$ cat config.mk
export PLATFORM = sky130hd
export DESIGN_NAME = tradeoff_search_ctrl
export DESIGN_NICKNAME = d
export VERILOG_FILES = /design/src/rtl/tradeoff_search_ctrl.sv
export SDC_FILE = /design/constraint.sdc
export NUM_CORES = 1
export LEC_CHECK = 0
export CAP_MARGIN = 10
export CORE_ASPECT_RATIO = 1.1
export CORE_MARGIN = 2
export CORE_UTILIZATION = 42
export DETAILED_ROUTE_END_ITERATION = 8
export PLACE_DENSITY_LB_ADDON = 0.12
export SLEW_MARGIN = 15
export SYNTH_ARGS = -nofsm -noshare
export SYNTH_HDL_FRONTEND = slang
export SYNTH_SLANG_ARGS = --single-unit
$ cat constraint.sdc
create_clock -name clk -period 3.34 [get_ports clk]
set_input_delay 0.334 -clock clk [delete_from_list [all_inputs] [get_ports clk]]
set_output_delay 0.334 -clock clk [all_outputs]
set_load 0.01 [all_outputs]
$ cat src/rtl/tradeoff_search_ctrl.sv
// Job controller for a Tradeoff search engine: accepts a target, restarts the engine,
// waits for its result and hands it downstream. Define TRADEOFF_TIMEOUT_EN to abort slow searches.
module tradeoff_search_ctrl #(
   parameter int W_BITS      = 20,
   parameter int N_BITS      = 9,
   parameter int TIMEOUT_CYC = 1000
) (
   input  logic              clk,
   input  logic              rst,
   input  logic              in_valid,
   output logic              in_ready,
   input  logic [W_BITS-1:0] in_w,
   output logic [W_BITS-1:0] eng_w,
   output logic              eng_rst_n,
   input  logic              eng_found,
   input  logic [N_BITS-1:0] eng_n,
   output logic              out_valid,
   input  logic              out_ready,
   output logic [W_BITS-1:0] out_w,
   output logic [N_BITS-1:0] out_n,
   output logic              out_timeout,
   output logic [15:0]       jobs_done
);

   typedef enum logic [1:0] {IDLE, LOAD, RUN, DONE} state_e;

   state_e            state_q, state_d;
   logic [W_BITS-1:0] eng_w_q, eng_w_d;
   logic [W_BITS-1:0] out_w_q, out_w_d;
   logic [N_BITS-1:0] out_n_q, out_n_d;
   logic [15:0]       jobs_done_q, jobs_done_d;

`ifdef TRADEOFF_TIMEOUT_EN
   localparam int CNT_W = (TIMEOUT_CYC > 1) ? $clog2(TIMEOUT_CYC) : 1;
   logic [CNT_W-1:0] cnt_q, cnt_d;
   logic             out_timeout_q, out_timeout_d;
   logic             expired;

   // cnt_q holds the number of RUN cycles already spent, so the last allowed one is TIMEOUT_CYC-1
   assign expired = (cnt_q == CNT_W'(TIMEOUT_CYC - 1));
`endif

   always_comb begin
      // NOTE: every output of this block gets a default first, so no path can infer a latch.
      state_d     = state_q;
      eng_w_d     = eng_w_q;
      out_w_d     = out_w_q;
      out_n_d     = out_n_q;
      jobs_done_d = jobs_done_q;
      in_ready    = 1'b0;
      out_valid   = 1'b0;
`ifdef TRADEOFF_TIMEOUT_EN
      cnt_d         = cnt_q;
      out_timeout_d = out_timeout_q;
`endif
      unique case (state_q)
         IDLE: in_ready = 1'b1;
         LOAD: begin
            state_d = RUN;
`ifdef TRADEOFF_TIMEOUT_EN
            cnt_d = '0;
`endif
         end
         RUN: begin
            if (eng_found) begin
               out_w_d = eng_w_q;
               out_n_d = eng_n;
               state_d = DONE;
`ifdef TRADEOFF_TIMEOUT_EN
               out_timeout_d = 1'b0;
            end else if (expired) begin
               out_w_d       = eng_w_q;
               out_n_d       = '1;
               out_timeout_d = 1'b1;
               state_d       = DONE;
            end else begin
               cnt_d = cnt_q + 1'b1;
`endif
            end
         end
         DONE: begin
            out_valid = 1'b1;
            in_ready  = out_ready;
            if (out_ready) begin
               jobs_done_d = jobs_done_q + 16'd1;
               state_d     = IDLE;
            end
         end
         default: state_d = IDLE;
      endcase
      // Acceptance from DONE overrides the return to IDLE, giving back-to-back jobs without a bubble
      if (in_valid && in_ready) begin
         eng_w_d = in_w;
         state_d = LOAD;
      end
   end

   always_ff @(posedge clk or posedge rst) begin
      if (rst) begin
         state_q     <= IDLE;
         eng_w_q     <= '0;
         out_w_q     <= '0;
         out_n_q     <= '0;
         jobs_done_q <= '0;
      end else begin
         // NOTE: state registers use non-blocking assignments so every flop samples pre-edge values.
         state_q     <= state_d;
         eng_w_q     <= eng_w_d;
         out_w_q     <= out_w_d;
         out_n_q     <= out_n_d;
         jobs_done_q <= jobs_done_d;
      end
   end

`ifdef TRADEOFF_TIMEOUT_EN
   always_ff @(posedge clk or posedge rst) begin
      if (rst) begin
         cnt_q         <= '0;
         out_timeout_q <= 1'b0;
      end else begin
         cnt_q         <= cnt_d;
         out_timeout_q <= out_timeout_d;
      end
   end

   assign out_timeout = out_timeout_q;
`else
   assign out_timeout = 1'b0;
`endif

   // The engine is held in reset while rst is high, not just from the next edge
   assign eng_rst_n = !rst && (state_q != LOAD);
   assign eng_w     = eng_w_q;
   assign out_w     = out_w_q;
   assign out_n     = out_n_q;
   assign jobs_done = jobs_done_q;

endmodule

### Word-level counts from Yosys, hierarchy flattened

Index checks and enable logic that the tools add are counted.

| storage, ports and cells | value |
|---|---|
| flip-flop bits (word level) | 67 |
| word-level logic and storage cells | 26 |

| operators by class | value |
|---|---|
| add/sub/neg operators | 1 |
| equal/unequal tests | 6 |
| multiplexer cells | 6 |
| reduce and logical (&&, ||, !) cells | 8 |

Operators with widths:

| operator | count |
|---|---|
| adder 16 x 1 -> 16 bit, second input constant | 1 |
| 2-to-1 mux 2 bit | 3 |
| != test 3 bit, second input constant | 2 |
| case mux 2 bit (3 select lines) | 1 |
| == test 2 bit, second input constant | 2 |
| AND reduction 2 bit | 2 |
| nonzero test 4 bit | 1 |
| AND reduction 3 bit | 1 |
| == test 2 x 1 -> 1 bit, second input constant | 1 |
| logical AND 1 bit | 2 |
| logical NOT 2 bit | 1 |
| != test 2 x 1 -> 1 bit, second input constant | 1 |
| case mux 1 bit (2 select lines) | 1 |
| logical NOT 1 bit | 1 |
| 2-to-1 mux 1 bit | 1 |

### Longest topological paths before layout

Gate-level depths: netlist of the first run.

| logic depth | value |
|---|---|
| word-level depth | 5 |
| gate-level depth with buffers | 8 |
| mapped depth without buffers | 6 |

### Worst setup path before layout of the first run

OpenSTA, ideal clock, no wires.

| path | value |
|---|---|
| path kind | flip-flop to flip-flop |
| start point | register state_q[0] |
| end point | register eng_w_q[10] (netlist: eng_w[10]) |
| setup time | 125 ps |
| arrival time | 1752 ps |
| slack | 1463 ps |
| stages on the path, launching flop included | 9 |
| buffers on the path | 3 |
| path through | dfrtp_1 -> ha_1 -> buf_6 -> a21oi_1 -> nor2_1 -> and2_4 -> buf_6 -> buf_12 -> mux2_4 |

| between the ends | value |
|---|---|
| longest elaborated chain between the ends | 3 |
| elaborated cells on any way between the ends | 4 |
| classes of those cells | eq/ne: 1; mux: 1; reduce/logical: 2 |

RTL lines:

| what | line | text |
|---|---|---|
| start: declaration | 27 | `state_e state_q, state_d;` |
| start signal: assignment | 107 | `state_q <= state_d;` |
| == test 2 bit / logical NOT 2 bit (equally long branches) | 56 | `unique case (state_q)` |
| case mux 1 bit (2 select lines) * | 56 |  |
| via in_ready | 11 | `output logic in_ready,` |
| logical AND 1 bit * | 92 | `if (in_valid && in_ready) begin` |
| end signal: assignment | 108 | `eng_w_q <= eng_w_d;` |
| end: declaration | 28 | `logic [W_BITS-1:0] eng_w_q, eng_w_d;` |

The timed path passes the listed nets; every way through them passes the cells marked *.
A chain may end at the register's enable or synchronous reset.

### Worst setup path in the final report of the first run

| path | value |
|---|---|
| start point | register state_q[0] |
| end point | output in_ready |

| between the ends | value |
|---|---|
| longest elaborated chain between the ends | 2 |
| elaborated cells on any way between the ends | 3 |
| classes of those cells | eq/ne: 1; mux: 1; reduce/logical: 1 |

RTL lines:

| what | line |
|---|---|
| == test 2 bit / logical NOT 2 bit (equally long branches) | 56 |
| case mux 1 bit (2 select lines) * | 56 |
| end: declaration | 11 |

Every way passes the cells marked *; elsewhere a longest branch is shown, timed or not.

==> results of run 1 <==
## synthesized netlist by cell type, types with 3 or more instances
cell / instances
sky130_fd_sc_hd__mux2_2: 32
sky130_fd_sc_hd__nor2_1: 11
sky130_fd_sc_hd__dfrtp_1: 67
sky130_fd_sc_hd__nand2_1: 6
sky130_fd_sc_hd__mux2_4: 18
sky130_fd_sc_hd__inv_1: 6
sky130_fd_sc_hd__nand4_1: 4
sky130_fd_sc_hd__nand3_1: 6
sky130_fd_sc_hd__buf_6: 3
sky130_fd_sc_hd__ha_1: 6
sky130_fd_sc_hd__xor2_1: 8
sky130_fd_sc_hd__xnor2_1: 7
## cell type report
cell class,instances,area [sq um],share of cell area
sequential,67,1677,0.4034
multi-input combinational,112,1062,0.2556
timing repair buffer,104,1033,0.2486
clock buffer,11,151.4,0.03642
clock inverter,5,107.6,0.02589
tap,82,102.6,0.02468
inverter,6,22.52,0.005418
## power groups by stage
stage	Combinational (mW)	Clock [mW]	Sequential, mW
2_1_floorplan	0.758	0	1.53
3_3_place_gp	1.67	0	1.41
3_5_place_dp	1.70	0	1.42
4_1_cts	1.71	0.872	1.41
5_1_grt	1.80	0.923	1.46
6_report	1.68	0.857	1.40
## metal layers
metal  part of all wire  vias to the layer above
li1                   -                      870
met1               0.44                      892
met2               0.48                       66
met3              0.065                        8
met4              0.014                        0
met5                  0                        -
## cell usage in the layout (no fill, tap or decap)
cell	instances
sky130_fd_sc_hd__clkdlybuf4s50_1	101
sky130_fd_sc_hd__dfrtp_1	67
sky130_fd_sc_hd__mux2_2	32
sky130_fd_sc_hd__mux2_4	18
sky130_fd_sc_hd__nor2_1	11
sky130_fd_sc_hd__clkbuf_8	11
sky130_fd_sc_hd__xor2_1	8
sky130_fd_sc_hd__xnor2_1	7
sky130_fd_sc_hd__nand3_1	6
sky130_fd_sc_hd__nand2_1	6
sky130_fd_sc_hd__ha_1	6
sky130_fd_sc_hd__inv_1	5
sky130_fd_sc_hd__nand4_1	4
sky130_fd_sc_hd__bufinv_16	3
sky130_fd_sc_hd__buf_4	3
sky130_fd_sc_hd__a21oi_1	2
sky130_fd_sc_hd__a221oi_1	2
sky130_fd_sc_hd__or2_1	1
sky130_fd_sc_hd__and4_1	1
sky130_fd_sc_hd__nor4_2	1
sky130_fd_sc_hd__nor3_2	1
sky130_fd_sc_hd__inv_2	1
sky130_fd_sc_hd__and2_4	1
sky130_fd_sc_hd__nor3_1	1
sky130_fd_sc_hd__a211oi_1	1
sky130_fd_sc_hd__mux2i_1	1
sky130_fd_sc_hd__or2_2	1
sky130_fd_sc_hd__conb_1	1
sky130_fd_sc_hd__clkinv_4	1
sky130_fd_sc_hd__inv_6	1
## path summary, 6_finish.rpt
check                         startpoint       endpoint  depth (start not counted)
setup / recovery              state_q[0]       in_ready                          4
hold / removal             jobs_done[15]  jobs_done[15]                          1
setup reg to reg              state_q[0]      eng_w[18]                          5
hold reg to reg            jobs_done[15]  jobs_done[15]                          1
max in group asynchronous            rst       out_w[2]                          3
min in group asynchronous            rst   jobs_done[0]                          2
## cells by family (layout without fill, tap and decap cells)
| group | count (synthesis) | in the layout |
|---|---|---|
| AOI/OAI and AO/OA | 5 | 5 |
| DFF | 67 | 67 |
| adders and majority gates | 6 | 6 |
| other | 1 | 1 |
| and+or+nand+nor | 34 | 34 |
| xor gates and xnor gates | 15 | 15 |
| buffers and inverters | 15 | 126 |
| muxes | 51 | 51 |
## metrics by stage
step,cells,hold WS (ns)
after floorplan,194,0.4821
after global placement,371,0.4729
after detailed placement,371,0.4673
after CTS,387,0.4810
after global routing,387,0.4988
final,387,0.4793
## flip-flops by register name (all words and copies together), names as in the netlist
name       flops
eng_w         20
jobs_done     16
out_n          9
out_w         20
state_q        2
==> results.txt, run 1 <==
- The run finished with clean final reports.
- In the routed design, unresolved DRC markers number 0.
- By area, the combinational part of the netlist is dominated by multiplexers.
- STA puts the critical path data arrival time at 1.91 ns.
* Switching Fraction: 0.2921
* Cell Pwr Density: 947.1 nW/um^2
- Number of H-tree levels: 3
* Worst relative slew slack: 0.4430
- The worst path in the final design needs a cycle of around 2.2 ns, including I/O delays and setup.
* Clock edge transition at the registers on the reported setup and hold paths: ~0.070 ns
* Non-Filler Cell Area, Final: 4156 sq um
- Synth area leader: sky130_fd_sc_hd__dfrtp_1
- Summed over all nets, the switching power comes to approximately 1.1 mW.
- I/O pin cnt: slightly above 100
- Of the post-synthesis cell area, the dominant cell type holds 0.5869.
- Of the total power, registers draw 0.356.
- Count of nets after finishing: between 300 and 400
- Global routing's busiest layer: met2
- Setup violations remaining at the end of the flow were counted as 0.
- After filler insertion, the fill cell instance count of the layout stands at around 530.
- MaxCap Viol Count: 0
- Slew at the pin closest to its max-slew limit: around 0.83 ns
* Comb power frac: 0.426
- Post CTS Setup Buffer Count: 0
* Adder and majority gate portion of the synthesized area: 0.02628
* Via count of the routed design: 1836
- The later pin in the worst-skew pair is clocked with a latency of between 0.3 and 0.4 ns.
* Share of cells above drive strength 1: 0.2426
- Worst-case setup slack after placement: 1.228 ns
- Final clock skew: 0.01304 ns
- Post-synthesis average cell area: roughly 15 sq um
- The detail route stage leaves a number of antenna-violating nets equal to 0.
- Of the total synthesized cell area, the portion taken by AND, OR, NAND and NOR gates is 0.06176.
- For this run, the total global-route usage over all layers was measured as 0.1672.
- Cell internal power was estimated by the tool at roughly 2.8 mW.
- Among all flip-flop cells after synthesis, the most frequent one is sky130_fd_sc_hd__dfrtp_1.
- The first detailed-routing pass ran for 4 iterations.
* Mean routed wirelength per cell: between 10 and 15 um
- Summed over all layers, the routed wires come to around 5700 um.
- Post-detail-place hpwl: between 4000 and 5000 um
* Class of the worst hold path: flop to flop
* Antenna violations before repair: 0
- Chip width: a little over 80 um
- Maximum ir drop on the vdd rail: 0.5031 mV
- PnR worst setup slack: approximately 1.1 ns
- Total negative slack: 0 ns
- Post-route core utilization: 0.6304
- Mux contribution to synthesized area: 0.2243
* PostCTS Resize Cnt: 0
- STA classifies the critical path endpoint as a primary output.
* Total power: between 3 and 4 mW
- On the worst path, the slowest cell contributes a delay of roughly 0.55 ns.
- Dominant delay contributor by cell family on the critical path: buffers and inverters
* Pins over their slew limit: 0
- Clock tree from TritonCTS: done
- The hold violation count in the final report was 0.
* EDFF count, synth: 0
- After floorplanning, the core was divided into 31 placement rows.
- After technology mapping, the gate count stands at roughly 190.
- Counting flops and latches in the post-synthesis netlist gives 67.
- Clk root buf: sky130_fd_sc_hd__clkbuf_8
- Of the available clock period, the critical path in the final layout requires 0.6711.
- The die is a little over 90 um tall.
- After detailed placement, the total cell area comes to between 3000 and 4000 sq um.
- Setup slack on the worst reg-to-reg path comes out at ~1.4 ns.
* Global routing met3 resource utilization: 0.06800
- Counting every net in the synthesized netlist gives 234.
- Of the total synthesized cell area, the portion taken by XOR and XNOR cells is 0.04599.
* Crit-path cells: ha_1 > a21oi_1 > nor2_1 > clkdlybuf4s50_1
* 1st-iter DRT viols: 51
- The worst setup path is launched from a flop.
- Master of the slowest instance on the critical path: sky130_fd_sc_hd__clkdlybuf4s50_1
* Area Growth Syn to Fin: 45.51%
- Sorting the synthesized cells by area gives the leading types as sky130_fd_sc_hd__dfrtp_1 (59%), sky130_fd_sc_hd__mux2_2 (13%), sky130_fd_sc_hd__mux2_4 (9.5%).
- Core region area: 6594 sq um
* Maximum number of pins on one net before global-route repair: 41
* Type of the worst setup path: flop to primary output
- Of all nets on the critical path, the largest fanout is 9.
- Synth unique cells: 28
* Ys async rst share: 1.000
* Sequential element share of the synthesized area: 0.5869
- The clock passes through at most 2 buffers.
- CTS Buf Count: 9
* Data required time of the worst path: roughly 3 ns
* Fraction of the mapped netlist area in compound gates: 0.01226
- Input and output buffers added on the ports amount to between 100 and 150.
- Number of buffer and inverter stages on the critical path: 1
* Global placer's final weighted congestion: approximately 0.7
- For this run, global-route usage on met1 was measured as 0.2227.
* Summed instance area of the synthesized netlist: about 2900 sq um
* Synth Warn #: 0
- Unrepaired setup endpoints after global routing: false
- The die covers ~7500 sq um.
* Met2 routing resource usage after global routing: 0.2433
- Hold-fix buffers, CTS: 0
- Reported leakage power: 1.834 nW
- Static timing analysis puts the maximum clock frequency at 446.2 MHz.
* Starting density of the core: 0.4332
* Via count of the first global-routing pass: around 1900
- Clock sink count: 67
- Antenna diode count: 0
* Final global-route overflow total: 0
- First-pass GRT wire length: roughly 9300 um
* Relative contribution of the clock network to total power: 0.218
- Dividing the detail-routed via count by the number of cells gives approximately 4.7.
(Power assumes the default switching activity.)
==> run 2, diff against run 1 <==
clock period = 2.3 ns   (was 3.34 ns; I/O delays follow)
==> results.txt, run 2 (same netlist as run 1, synthesis figures left out) <==
- Post CTS Setup Buffer Count: 0 (unchanged)
- Average via count per standard cell: 4.706 (-0.81%)
- # DRC: 0 (unchanged)
- In this run the critical register-to-register path is launched from state_q[0].
* Clock network latency to the later pin of the worst-skew pair: 0.33 ns (about the same)
- Status: completed
- The footprint of the multi-input gates was 1062 sq um (unchanged).
- The hold violation count in the final report was 0 (unchanged).
- The worst vdd rail ir drop was 0.6996 mV (+39%).
- Post-detail-place hpwl: 3929 um (-3.5%)
* Crit path launch type: flop
* Cell Pwr Density: 1326 nW/um^2 (+40%)
- The number of buffers and inverters on the critical path came to 1 (unchanged).
* Starting density of the core: 0.4332 (unchanged)
- Non-Filler Cell Area, Final: 4084 sq um (-1.7%)
* Via count of the first global-routing pass: 1899 (-0.42%)
- Critical path fanouts, max: 9 (unchanged)
- Clock sink count: 67 (unchanged)
* Buffer depth of the longest clock path: 2 (unchanged)
- The post-cts gate resize count is 0 (unchanged).
- Final global-route overflow total: 0 (unchanged)
- The critical path arrival was 1.91 ns (about the same).
- The fraction of the core area covered by cells at the end of the flow is 0.6194 (-0.01101).
- MaxCap Viol Count: 0 (unchanged)
- The tree is rooted in a sky130_fd_sc_hd__clkbuf_8.
* Chip width: 82.63 um (unchanged)
- Element type at the critical path end: primary output
- The all-layer global routing usage is 0.1647 (-0.002499).
- The count of boundary I/O pins came to 103 (unchanged).
- Fill cells: 567 (+6.2%)
- Dpl cell area: 3902 sq um (+0.13%)
- The fraction of layout instances using a drive strength above 1 was 0.2318 (-0.01083).
* Global routing's busiest layer: met2
- Total area of sequential cells: 1677 sq um (unchanged)
- Global routing met3 resource utilization: 0.04800 (-0.02000)
- Reg2Reg Capture Point: eng_w[17]
- Antenna diode count: 0 (unchanged)
* Clock tree from TritonCTS: done
- Crit-path cells: ha_1 > a21oi_1 > nor2_1 > clkdlybuf4s50_1
- The number of input and output port buffers inserted is 101 (unchanged).
- The number of nets still failing antenna checks after routing came to 0 (unchanged).
* Count of nets after finishing: 339 (-0.29%)
* Pins over their slew limit: 0 (unchanged)
* Data required time of the worst path: 2.07 ns (-0.94 ns)
* Most frequent standard cell in the layout excluding fill and tap cells: sky130_fd_sc_hd__clkdlybuf4s50_1
- Unrepaired setup endpoints after global routing: false
* Type of the worst setup path: flop to primary output
- Count of standard-cell rows: 31 (unchanged)
- Maximum number of pins on one net before global-route repair: 68 (+66%)
- Relative to the synthesized area, the layout overhead comes to 42.97%.
- Minimum clock period: 2.144 ns
- The number of cells traversed by the worst register-to-register path is 5 (unchanged).
* Core region area: 6594 sq um (unchanged)
* Dominant delay contributor by cell family on the critical path: buffers and inverters
* Highest Clock Rate: 466.3 MHz
- The number of buffers created by CTS was 9 (unchanged).
- The met1 layer usage reported by global route came to 0.2291 (+0.006437).
- Setup-violating endpoint count in the final report: 0 (unchanged)
- Leading cell types in the layout, fill and taps excluded: sky130_fd_sc_hd__clkdlybuf4s50_1 (101), sky130_fd_sc_hd__dfrtp_1 (67), sky130_fd_sc_hd__mux2_2 (32)
- Delay of the slowest critical-path stage: 0.56 ns (about the same)
- Final clock skew: 0.005878 ns (-0.007165 ns)
* Register-to-Register Setup Slack: 0.35 ns (-1.05 ns)
- Wirelength, routed: 5721 um (about the same)
* Mean routed wirelength per cell: 14.90 um (+0.69%)
* Hold-fix buffers, CTS: 0 (unchanged)
- Master of the slowest instance on the critical path: sky130_fd_sc_hd__clkdlybuf4s50_1
* First-pass GRT wire length: 9170 um (-1.8%)
- The final sum of negative setup slack was 0 ns (unchanged).
- The count of H-tree levels built during CTS was 3 (unchanged).
* Clock edge transition at the registers on the reported setup and hold paths: 0.07 ns (about the same)
* Die height: 90.50 um (unchanged)
* Die outline area: 7478 sq um (unchanged)
* Final worst-path cycle share: 0.9323
- The number of design-rule violations left by the first detailed-router iteration came to 55 (+7.8%).
* Final hold slack: 0.3129 ns (-0.1663 ns)
- The via total after detailed routing was 1807 (-1.6%).
* Class of the worst hold path: input port to asynchronous set/reset pin
- Number of iterations in the first detailed-routing pass: 3 (-1)
* Reported leakage power: 1.799 nW (-1.9%)
- Antenna violations before repair: 0 (unchanged)
* Global placer's final weighted congestion: 0.7785 (+8.9%)
- Met2 routing resource usage after global routing: 0.2366 (-0.006720)
run 2: cell count changes in the layout (fill, tap and decap cells not counted), sizes merged:
cell and delta:
clkinv +1, inv -1, buf -1, bufinv -2
run 2: worst max path at each step:
| stage | start | to | cells after the start | slack, ns |
|---|---|---|---|---|
| finish | state_q[0] | in_ready | 4 | 0.16 |
| global placement | out_ready | eng_w[18] | 5 | 0.34 |
| CTS | state_q[0] | in_ready | 4 | 0.13 |
| global route | state_q[0] | in_ready | 4 | 0.01 |
| floorplan | rst | eng_w[0] | 1 | 0.39 |
| detailed placement | out_ready | eng_w[17] | 5 | 0.31 |
run 2: area by class of cell:
cell class | count | area share
Clock buffer | 11 | 0.03462
Clock inverter | 3 | 0.009804
Inverter | 6 | 0.005515
Multi-Input combinational cell | 112 | 0.2601
Sequential cell | 67 | 0.4105
Tap cell | 82 | 0.02512
Timing Repair Buffer | 103 | 0.2543
run 2: worst reg2reg max path: stages (launching register included):
cell                      delay [ns]
sky130_fd_sc_hd__dfrtp_1        0.44
sky130_fd_sc_hd__ha_1           0.35
sky130_fd_sc_hd__a21oi_1        0.11
sky130_fd_sc_hd__nor2_1         0.13
sky130_fd_sc_hd__and2_4         0.42
sky130_fd_sc_hd__mux2_2         0.39
run 2: where the power goes:
part / switching, mW / internal (mW) / leakage, nW / total, mW
logic: 0.864 / 1.58 / 0.879 / 2.44
registers: 0.362 / 1.68 / 0.824 / 2.05
clock network: 0.410 / 0.515 / 0.0950 / 0.925
run 2: stage by stage:
stage / setup slack [ns] / power, mW / cells
finish: 0.1556 / 5.415 / 384
CTS: 0.1299 / 5.479 / 384
detailed placement: 0.3075 / 4.532 / 370
global route: 0.01145 / 5.736 / 384
floorplan: 0.3868 / 3.327 / 194
global placement: 0.3389 / 4.484 / 370
run 2: per-layer routing:
layer,part of all wire,vias up
li1,-,868
met1,0.45,865
met2,0.46,64
met3,0.062,10
met4,0.021,0
met5,0,-
==> run 3, diff against run 2 <==
CORE_UTILIZATION = 44   (was 42)
HOLD_SLACK_MARGIN = 0.08   (was default)
==> results.txt, run 3 (same netlist as run 1, synthesis figures left out) <==
* Clk root buf: sky130_fd_sc_hd__clkbuf_8
- Worst flop-to-flop path startpoint: state_q[0]
- Count of standard-cell rows: 30 (-3.2%)
- The pin count of the biggest net entering global routing is 66 (-2.9%).
- 1st-iter DRT viols: 47 (-15%)
* Global placer's final weighted congestion: 0.8123 (+4.3%)
- The detailed placer's ending HPWL came to 4010 um (+2.1%).
- The setup slack of the most critical reg-to-reg path is 0.41 ns (+0.06 ns).
- The non-filler instance count after layout came to 382 (-0.52%).
- Die height: 88.51 um (-2.2%)
* Number of iterations in the first detailed-routing pass: 4 (+1)
* Area Growth Syn to Fin: 42.97% (unchanged)
* Total negative slack: 0 ns (unchanged)
- The count of H-tree levels built during CTS was 3 (unchanged).
- The clock-pin slew of the registers on the worst-case setup and hold paths was 0.07 ns (about the same).
- The number of buffers created by CTS is 9 (unchanged).
- Count of nets after finishing: 339 (unchanged)
* Setup-violating endpoint count in the final report: 0 (unchanged)
* Type of the worst setup path: flop to primary output
- The highest net fanout along the worst path is 9 (unchanged).
- The initial antenna violation count is 0 (unchanged).
- Post-route core utilization: 0.6554 (+0.03607)
* Reg2Reg Capture Point: eng_w[18]
- The period utilization came to 0.9117 (-0.02064).
* Die outline area: 7153 sq um (-4.3%)
- Chip width: 80.83 um (-2.2%)
- Unrepaired setup endpoints after global routing: false
- The number of pins with negative max-slew slack in the final report was 0 (unchanged).
* Final global-route overflow total: 0 (unchanged)
- Wirelength, routed: 5727 um (+0.10%)
* Data required time of the worst path: 2.07 ns (about the same)
* I/O pin cnt: 103 (unchanged)
* Average via count per standard cell: 4.796 (+1.9%)
* Buffer depth of the longest clock path: 2 (unchanged)
* # DRC: 0 (unchanged)
- Starting density of the core: 0.4584 (+0.02523)
- The cell count after placement is 368 (-0.54%).
- Worst-case setup slack after placement: 0.2852 ns (-0.02225 ns)
- The number of buffers inserted by post-CTS setup repair was 0 (unchanged).
- The number of maximum-capacitance violations was 0 (unchanged).
- PnR worst setup slack: 0.2031 ns (+0.04746 ns)
- Highest Clock Rate: 476.9 MHz (+2.3%)
- Maximum ir drop on the vdd rail: 0.8614 mV (+23%)
* Element type at the critical path end: primary output
* First-pass GRT wire length: 9211 um (+0.45%)
* Global Route Usage Sum: 0.1717 (+0.006962)
- Share of cells above drive strength 1: 0.2351 (+0.003311)
* Hold-fix buffers, CTS: 0 (unchanged)
* Antenna-violating nets left: 0 (unchanged)
* Clock sink count: 67 (unchanged)
* Via count of the routed design: 1832 (+1.4%)
* Final clock skew: 0.009010 ns (+0.003131 ns)
- Count of endpoints failing hold in the final timing report: 0 (unchanged)
- The worst hold path belongs to the class input port to asynchronous set/reset pin.
* Clock tree from TritonCTS: done
* Minimum clock period: 2.097 ns (-0.04746 ns)
* Total of buffers placed on input and output ports: 101 (unchanged)
* Mean routed wirelength per cell: 14.99 um (+0.63%)
- The count of inserted antenna diode cells came to 0 (unchanged).
- Reported leakage power: 1.797 nW (about the same)
- The library cells used most frequently in the layout, excluding fill and tap cells, are sky130_fd_sc_hd__clkdlybuf4s50_1 (101), sky130_fd_sc_hd__dfrtp_1 (67), sky130_fd_sc_hd__mux2_2 (32).
* Clock network latency to the later pin of the worst-skew pair: 0.33 ns (about the same)
* Most frequent standard cell in the layout excluding fill and tap cells: sky130_fd_sc_hd__clkdlybuf4s50_1
* Crit path launch type: flop
- The number of cells traversed by the worst register-to-register path was 5 (unchanged).
- The power density of the placed cells came to 1327 nW/um^2 (+0.10%).
- The critical path arrival came to 1.87 ns (-0.04 ns).
- Status: completed
- Core region area: 6231 sq um (-5.5%)
- The number of global-route vias before repair is 1866 (-1.7%).
* Total power: 5.420 mW (+0.10%)
==> run 3: layout make-up <==
cell class | count | area, sq um
clock buffers | 11 | 141.4
clock inverters | 3 | 40.04
fillers | 487 | 2147
inverters | 6 | 22.52
multi-input cells | 112 | 1065
flip-flops and latches | 67 | 1677
well taps | 80 | 100.1
repair buffers | 103 | 1039
==> run 3: where the power goes <==
part | switching, mW | internal (mW) | leakage, nW
combinational | 0.871 | 1.58 | 0.878
clock | 0.416 | 0.515 | 0.0950
sequential | 0.350 | 1.68 | 0.824
total | 1.64 | 3.78 | 1.80
==> run 3: worst max path at each step <==
stage	startpoint	to	slack [ns]	cells after the start
finish	state_q[0]	in_ready	0.20	4
CTS	state_q[0]	in_ready	0.1	4
global route	state_q[0]	in_ready	0.07	4
floorplan	rst	eng_w[0]	0.39	1
global placement	out_ready	eng_w[18]	0.34	5
detailed placement	out_ready	eng_w[17]	0.29	5
==> run 3: through the flow <==
step           area, sq um  hold WS [ns]
6_report              4084        0.1025
3_3_place_gp          3900        0.4497
2_1_floorplan         2856        0.3781
4_1_cts               4081       0.08807
3_5_place_dp          3900        0.4548
5_1_grt               4084        0.1000
==> run 3: worst max-delay path, cell delays in order, from the launching register on <==
cell                              delay [ns]
sky130_fd_sc_hd__dfrtp_1                0.45
sky130_fd_sc_hd__ha_2                   0.31
sky130_fd_sc_hd__a21oi_1                0.09
sky130_fd_sc_hd__nor2_1                 0.13
sky130_fd_sc_hd__clkdlybuf4s50_1        0.57
==> run 3: what timing repair did <==
action	CTS	global route
endpoints found under the setup margin	0	1
hold endpoints to repair	0	0
gates resized for setup	0	1
==> run 3: metal layers <==
layer | global-route usage | vias to the layer above | part of all wire
met3 | 0.04286 | 8 | 0.075
met2 | 0.2577 | 70 | 0.46
met1 | 0.2302 | 884 | 0.46
met5 | 0 | - | 0
met4 | 0.09245 | 0 | 0.011
li1 | - | 870 | -
